$ cat config.mk
export PLATFORM = sky130hd
export DESIGN_NAME = lfsr_bank_ctrl
export DESIGN_NICKNAME = d
export VERILOG_FILES = /design/src/rtl/lfsr_ctrl_pkg.sv /design/src/rtl/rr_arbiter.sv /design/src/rtl/lfsr_bank_ctrl.sv
export SDC_FILE = /design/constraint.sdc
export NUM_CORES = 1
export LEC_CHECK = 0
export BUFFER_PORTS_ARGS = -buffer_cell sky130_fd_sc_hd__buf_2
export CORE_MARGIN = 10
export CORE_UTILIZATION = 45
export CTS_CLUSTER_SIZE = 12
export DETAILED_ROUTE_END_ITERATION = 7
export MAX_ROUTING_LAYER = met4
export PLACE_DENSITY = 0.74
export SYNTH_ARGS = -nofsm -noshare
export SYNTH_HDL_FRONTEND = slang
export SYNTH_SLANG_ARGS = --single-unit
$ cat constraint.sdc
create_clock -name clk -period 3.03 [get_ports clk]
set_input_delay 0.1515 -clock clk [delete_from_list [all_inputs] [get_ports clk]]
set_output_delay 0.1515 -clock clk [all_outputs]
set_load 0.05 [all_outputs]
$ cat src/rtl/lfsr_ctrl_pkg.sv
// Shared types, widths and the lock-up fix helper for the LFSR bank controller.
package lfsr_ctrl_pkg;

    localparam int unsigned LANE_W = 16;
    localparam int unsigned NLANES = 4;
    localparam int unsigned BANK_W = LANE_W * NLANES;

    localparam logic [LANE_W-1:0] LOCKUP     = 16'hFFFF;
    localparam logic [LANE_W-1:0] LOCKUP_FIX = 16'hFFFE;

    typedef enum logic [1:0] {
        LOAD = 2'd0,
        WARM = 2'd1,
        RUN  = 2'd2
    } state_t;

    // An all-ones lane would freeze an XNOR LFSR, so nudge it off the lock-up state.
    function automatic logic [BANK_W-1:0] fix_seed(input logic [BANK_W-1:0] seed);
        logic [BANK_W-1:0] fixed;
        fixed = seed;
        for (int unsigned i = 0; i < NLANES; i++) begin
            if (seed[i*LANE_W +: LANE_W] == LOCKUP) begin
                fixed[i*LANE_W +: LANE_W] = LOCKUP_FIX;
            end
        end
        return fixed;
    endfunction

endpackage

$ cat src/rtl/rr_arbiter.sv
// Combinational round-robin pick: first requester strictly after the pointer, wrapping.
module rr_arbiter #(
    parameter int unsigned N     = 4,
    parameter int unsigned IDX_W = (N > 1) ? $clog2(N) : 1
) (
    input  logic [N-1:0]     i_req,
    input  logic [IDX_W-1:0] i_ptr,
    output logic [N-1:0]     o_onehot,
    output logic [IDX_W-1:0] o_idx,
    output logic             o_any
);

    always_comb begin : p_search
        int unsigned cand;
        logic [N-1:0] req_rot;
        cand     = 0;
        req_rot  = '0;
        o_onehot = '0;
        o_idx    = '0;
        o_any    = 1'b0;
        for (int unsigned off = 1; off <= N; off++) begin
            cand    = (32'(i_ptr) + off) % N;
            req_rot = i_req >> cand;
            if (!o_any && req_rot[0]) begin
                o_any    = 1'b1;
                o_idx    = IDX_W'(cand);
                o_onehot = N'(1) << cand;
            end
        end
    end

endmodule

$ cat src/rtl/lfsr_bank_ctrl.sv
// Seeds and warms up the 4-lane LFSR bank, then round-robins its lanes to requesters.
module lfsr_bank_ctrl
    import lfsr_ctrl_pkg::*;
#(
    parameter int unsigned       NREQ            = 4,
    parameter int unsigned       WARMUP          = 16,
    parameter int unsigned       RESEED_INTERVAL = 1024,
    parameter logic [BANK_W-1:0] SEED_DEFAULT    = 64'hACE1_1D2B_5A5A_0F0F
) (
    input  logic              clk,
    input  logic              reset,
    input  logic [BANK_W-1:0] seed_in,
    input  logic              seed_wr,
    output logic [BANK_W-1:0] bank_seed,
    output logic              bank_load,
    input  logic [BANK_W-1:0] bank_q,
    input  logic [NREQ-1:0]   req,
    output logic [NREQ-1:0]   gnt,
    output logic              rnd_valid,
    output logic [LANE_W-1:0] rnd_data,
    output logic              ready
);

    localparam int unsigned IDX_W  = (NREQ > 1) ? $clog2(NREQ) : 1;
    localparam int unsigned WCNT_W = $clog2(WARMUP + 1);
    localparam int unsigned GCNT_W = (RESEED_INTERVAL > 0) ? $clog2(RESEED_INTERVAL + 1) : 1;

    state_t              r_state;
    logic [BANK_W-1:0]   r_seed;
    logic                r_bank_load;
    logic                r_ready;
    logic [NREQ-1:0]     r_gnt;
    logic                r_valid;
    logic [LANE_W-1:0]   r_data;
    logic [IDX_W-1:0]    r_ptr;
    logic [WCNT_W-1:0]   r_warm_cnt;
    logic [GCNT_W-1:0]   r_gnt_cnt;

    state_t              w_state_nxt;
    logic [BANK_W-1:0]   w_seed_nxt;
    logic                w_grant;
    logic [NREQ-1:0]     w_onehot;
    logic [IDX_W-1:0]    w_idx;
    logic                w_any;
    logic [1:0]          w_lane;
    logic [LANE_W-1:0]   w_word;

    rr_arbiter #(
        .N     (NREQ),
        .IDX_W (IDX_W)
    ) u_arb (
        .i_req    (req),
        .i_ptr    (r_ptr),
        .o_onehot (w_onehot),
        .o_idx    (w_idx),
        .o_any    (w_any)
    );

    // Requester i always reads lane i mod 4.
    assign w_lane = 2'(32'(w_idx) % NLANES);
    assign w_word = LANE_W'(bank_q >> (LANE_W * 32'(w_lane)));

    always_comb begin
        w_state_nxt = r_state;
        w_seed_nxt  = r_seed;
        w_grant     = 1'b0;
        case (r_state)
            LOAD: w_state_nxt = WARM;
            WARM: begin
                if (r_warm_cnt == WCNT_W'(WARMUP - 1)) begin
                    w_state_nxt = RUN;
                end
            end
            RUN: begin
                w_grant = w_any;
                if (w_grant && (RESEED_INTERVAL != 0) &&
                    (r_gnt_cnt == GCNT_W'(RESEED_INTERVAL - 1))) begin
                    w_seed_nxt  = fix_seed(bank_q);
                    w_state_nxt = LOAD;
                end
            end
            default: w_state_nxt = LOAD;
        endcase
        // Software seed write overrides everything, including the grant in flight.
        if (seed_wr) begin
            w_grant     = 1'b0;
            w_seed_nxt  = fix_seed(seed_in);
            w_state_nxt = LOAD;
        end
    end

    always_ff @(posedge clk or negedge reset) begin
        if (!reset) begin
            r_state     <= LOAD;
            r_seed      <= fix_seed(SEED_DEFAULT);
            r_bank_load <= 1'b1;
            r_ready     <= 1'b0;
            r_gnt       <= '0;
            r_valid     <= 1'b0;
            r_data      <= '0;
            r_ptr       <= IDX_W'(NREQ - 1);
            r_warm_cnt  <= '0;
            r_gnt_cnt   <= '0;
        end else begin
            r_state     <= w_state_nxt;
            r_seed      <= w_seed_nxt;
            r_bank_load <= (w_state_nxt == LOAD);
            r_ready     <= (w_state_nxt == RUN);
            r_valid     <= w_grant;
            r_gnt       <= w_grant ? w_onehot : '0;
            if (w_grant) begin
                r_data <= w_word;
                r_ptr  <= w_idx;
            end
            if (r_state == WARM) begin
                r_warm_cnt <= r_warm_cnt + WCNT_W'(1);
            end else begin
                r_warm_cnt <= '0;
            end
            if (w_state_nxt == LOAD) begin
                r_gnt_cnt <= '0;
            end else if (w_grant) begin
                r_gnt_cnt <= r_gnt_cnt + GCNT_W'(1);
            end
        end
    end

    assign bank_seed = r_seed;
    assign bank_load = r_bank_load;
    assign ready     = r_ready;
    assign gnt       = r_gnt;
    assign rnd_valid = r_valid;
    assign rnd_data  = r_data;

endmodule

==> results.yml <==
floorplanning:
  fp-row-count: 42
  die_x_um: 136
  core_um2: 13100
  start_util: 0.457
  boundaryPins: 222
  dieArea_um2: 18400
  die_h_um: 136
place:
  port_buffers: 221
  dp_hpwl_mm: 17.4
  place.gp.congestion: 0.946
  post-place-ws_ns: -0.0882
timing:
  worst_clock_skew_ns: 0.00845
  max_freq_ghz: 0.339
  slew_viol_final: 0
  fin_ws_ns: 0.0820
  setup_violations: 0
  maxSlewHeadroom: 0.376
  rsz0062_at_grt: "no"
  period_minus_slack_ns: 2.95
  worst_pin_slew_ns: 0.924
  period_share: 0.973
  hold_viol: 0
worst_setup_path:
  crit_type: "reg2reg"
  reg2reg_slack_ns: 0.08
  crit-reg2reg-capture: "bank_seed[52]"
  cp.required_ns: 3.28
  reg2reg_depth: 8
  startpoint_type: "flip-flop"
  cp_data_arrival_time_ns: 3.19
  endpoint_kind: "flip-flop"
  worstPathMaxFanout: 14
  reg2reg_from: "r_ptr[0]"
cts:
  cts_buffers: 9
  clk_latency_ns: 0.36
  cts_max_level: 3
  cts_tree: "yes"
  clk_pin_slew_ns: 0.07
  cts_root_buf: "clkbuf_16"
  max-clock-path-buffers: 2
  clock-sinks: 107
detailed_routing:
  via_count: 6153
  routed_wl_mm: 22.8
  dr.pass1.iters: 8
  routedWlPerCell_um: 22.4
  postRouteAntennaNets: 0
  drtIter0Drc: 746
  vias_per_cell: 6.03
  drc: 3
outcome:
  status: "complete, but fails checks"
  violations: "DRC"
yosys:
  postSynthCellCount: 616
  synth-edff-count: 0
  synth_top_cell_by_area: "dfrtp_1"
  ys_types: 47
  seq_area_frac_synth: 0.453
  synth_area_um2: 6010
  async_reset_ff_frac: 1.00
  synth.avg_cell_area_um2: 9.75
  synth_nets: 762
  synth_top_cell_area_share: 0.300
  yosysWarnings: 0
  netlist_top_cells_area: "dfrtp_1 (30%), dfstp_2 (15%), mux2i_1 (5.5%)"
  synth-seq-cells: 107
  synth-main-ff-cell: "dfrtp_1"
global_route:
  grt_pass1_wl_mm: 34.1
  grt_util_all_layers: 0.244
  grt.overflow.total: 0
  grt_start_max_net_pins: 63
  grt_pass1_vias: 6125
  antenna_found_initial: 1
layout:
  drive_gt1_frac: 0.384
  layout_commonest_cell: "buf_2"
  fill_cells: 1184
  layout_common_cells: "buf_2 (220), dfrtp_1 (72), nor2_1 (57)"
  area_growth_pct: 30.1
  nets: 984
power_and_ir_drop:
  ir_worst_vdd_uv: 345
  p_per_area_nw_per_um2: 505
  power_mw: 3.94
  leakagePower_nw: 3.64
run:
  drv_cap: 0
min_path:
  whs_path_depth: 3
  hp-start: "bank_q[21]"
  hold_class: "in2reg"
  min_to: "bank_seed[21]"
worst max-delay path, cell delays in order, from the launching register on:
cell and delay [ns]:
dfstp_2 0.58, inv_6 0.04, ha_4 0.28, mux4_2 0.51
buf_4 0.17, or4_4 0.51, and4_2 0.38, a222oi_1 0.28
inv_1 0.07
synth_stat cells, types with 2 or more instances:
| library cell | count |
|---|---|
| nor2b_1 | 2 |
| o21ai_1 | 14 |
| o22ai_1 | 17 |
| and4_1 | 3 |
| o221ai_1 | 17 |
| buf_6 | 4 |
| buf_1 | 2 |
| nand3_1 | 22 |
| xor2_1 | 3 |
| nand2b_1 | 2 |
| a2111oi_0 | 16 |
| a222oi_1 | 29 |
| a21oi_1 | 7 |
| ha_1 | 11 |
| and3_1 | 2 |
| clkbuf_1 | 26 |
| nor2_1 | 57 |
| dfrtp_1 | 72 |
| nand2_1 | 33 |
| a32oi_1 | 7 |
| buf_2 | 13 |
| or4_1 | 4 |
| xnor2_1 | 10 |
| mux4_2 | 4 |
| nor4_1 | 2 |
| a22oi_1 | 5 |
| a211oi_1 | 17 |
| dfstp_2 | 35 |
| inv_1 | 55 |
| and2_1 | 5 |
| mux2i_1 | 33 |
| or3_1 | 16 |
| o41ai_1 | 4 |
| o21ai_0 | 16 |
| nor3_1 | 6 |
| nand4_1 | 34 |
what timing repair did:
action,in CTS,in global routing
cloned,0,2
hold buffers,1,0
endpoints found under the setup margin,16,89
gates resized for setup,1,14
buffers inserted,0,0
pin swaps,0,2
hold endpoints to repair,37,0
layer usage:
layer	global-route usage	routed length, um	part of all wire	up-vias
li1	-	-	-	2801
met1	0.314	9570	0.42	2980
met2	0.375	10800	0.47	323
met3	0.0460	1850	0.081	49
met4	0.0921	654	0.029	0
met5	-	0	0	-
how the worst max path moves through the flow:
| stage | from | slack, ns | end |
|---|---|---|---|
| after floorplan | r_ptr[0] | -0.06 | bank_seed[45] |
| after global placement | r_ptr[1] | 0.01 | rnd_data[14] |
| after detailed placement | r_ptr[1] | -0.09 | rnd_data[2] |
| after CTS | r_ptr[0] | 0.008 | bank_seed[16] |
| after global routing | r_ptr[0] | 0.01 | bank_seed[20] |
| final | r_ptr[0] | 0.08 | bank_seed[52] |
area by class of cell:
class                      count  area (um2)  area share
timing repair buffer         254        1440       0.184
clock inverter                 5        35.0     0.00448
inverter                      57         219      0.0280
antenna                        1        2.50    0.000320
multi-input combinational    409        2920       0.374
tap                          176         220      0.0282
sequential                   107        2720       0.348
clock buffer                  11         253      0.0324
metrics by stage:
step | utilization | cells | hold WS [ns] | instance area (um2) | TNS [ns]
floorplan | - | 616 | -0.144 | 6050 | -0.573
global placement | 0.567 | 1000 | 0.257 | 7450 | 0
detailed placement | 0.567 | 1000 | 0.255 | 7450 | -0.735
CTS | 0.590 | 1017 | 0.0344 | 7750 | 0
global route | 0.595 | 1020 | 0.0451 | 7810 | 0
finish | 0.595 | 1020 | 0.0374 | 7810 | 0
kinds of logic after synthesis:
kind of cell,share of synthesized area
simple gates,0.158
compound gates,0.206
xor+xnor,0.0190
buf+inv,0.0715
flops,0.453
fa+ha+maj,0.0229
mux,0.0700
power breakdown:
part / switching (mW) / internal [mW] / total, mW / leakage, nW
Clock: 0.558 / 0.607 / 1.17 / 0.142
Sequential: 0.0600 / 1.56 / 1.62 / 1.30
Combinational: 0.806 / 0.348 / 1.15 / 2.20
Total: 1.42 / 2.52 / 3.94 / 3.64
sequential cells by signal (all words and copies together), names as in the netlist, 2 cells and up:
| signal | count |
|---|---|
| r_warm_cnt | 5 |
| gnt | 4 |
| bank_seed | 64 |
| r_state | 2 |
| r_ptr | 2 |
| r_gnt_cnt | 11 |
| rnd_data | 16 |
No activity file was read; power rests on OpenSTA's default activity.
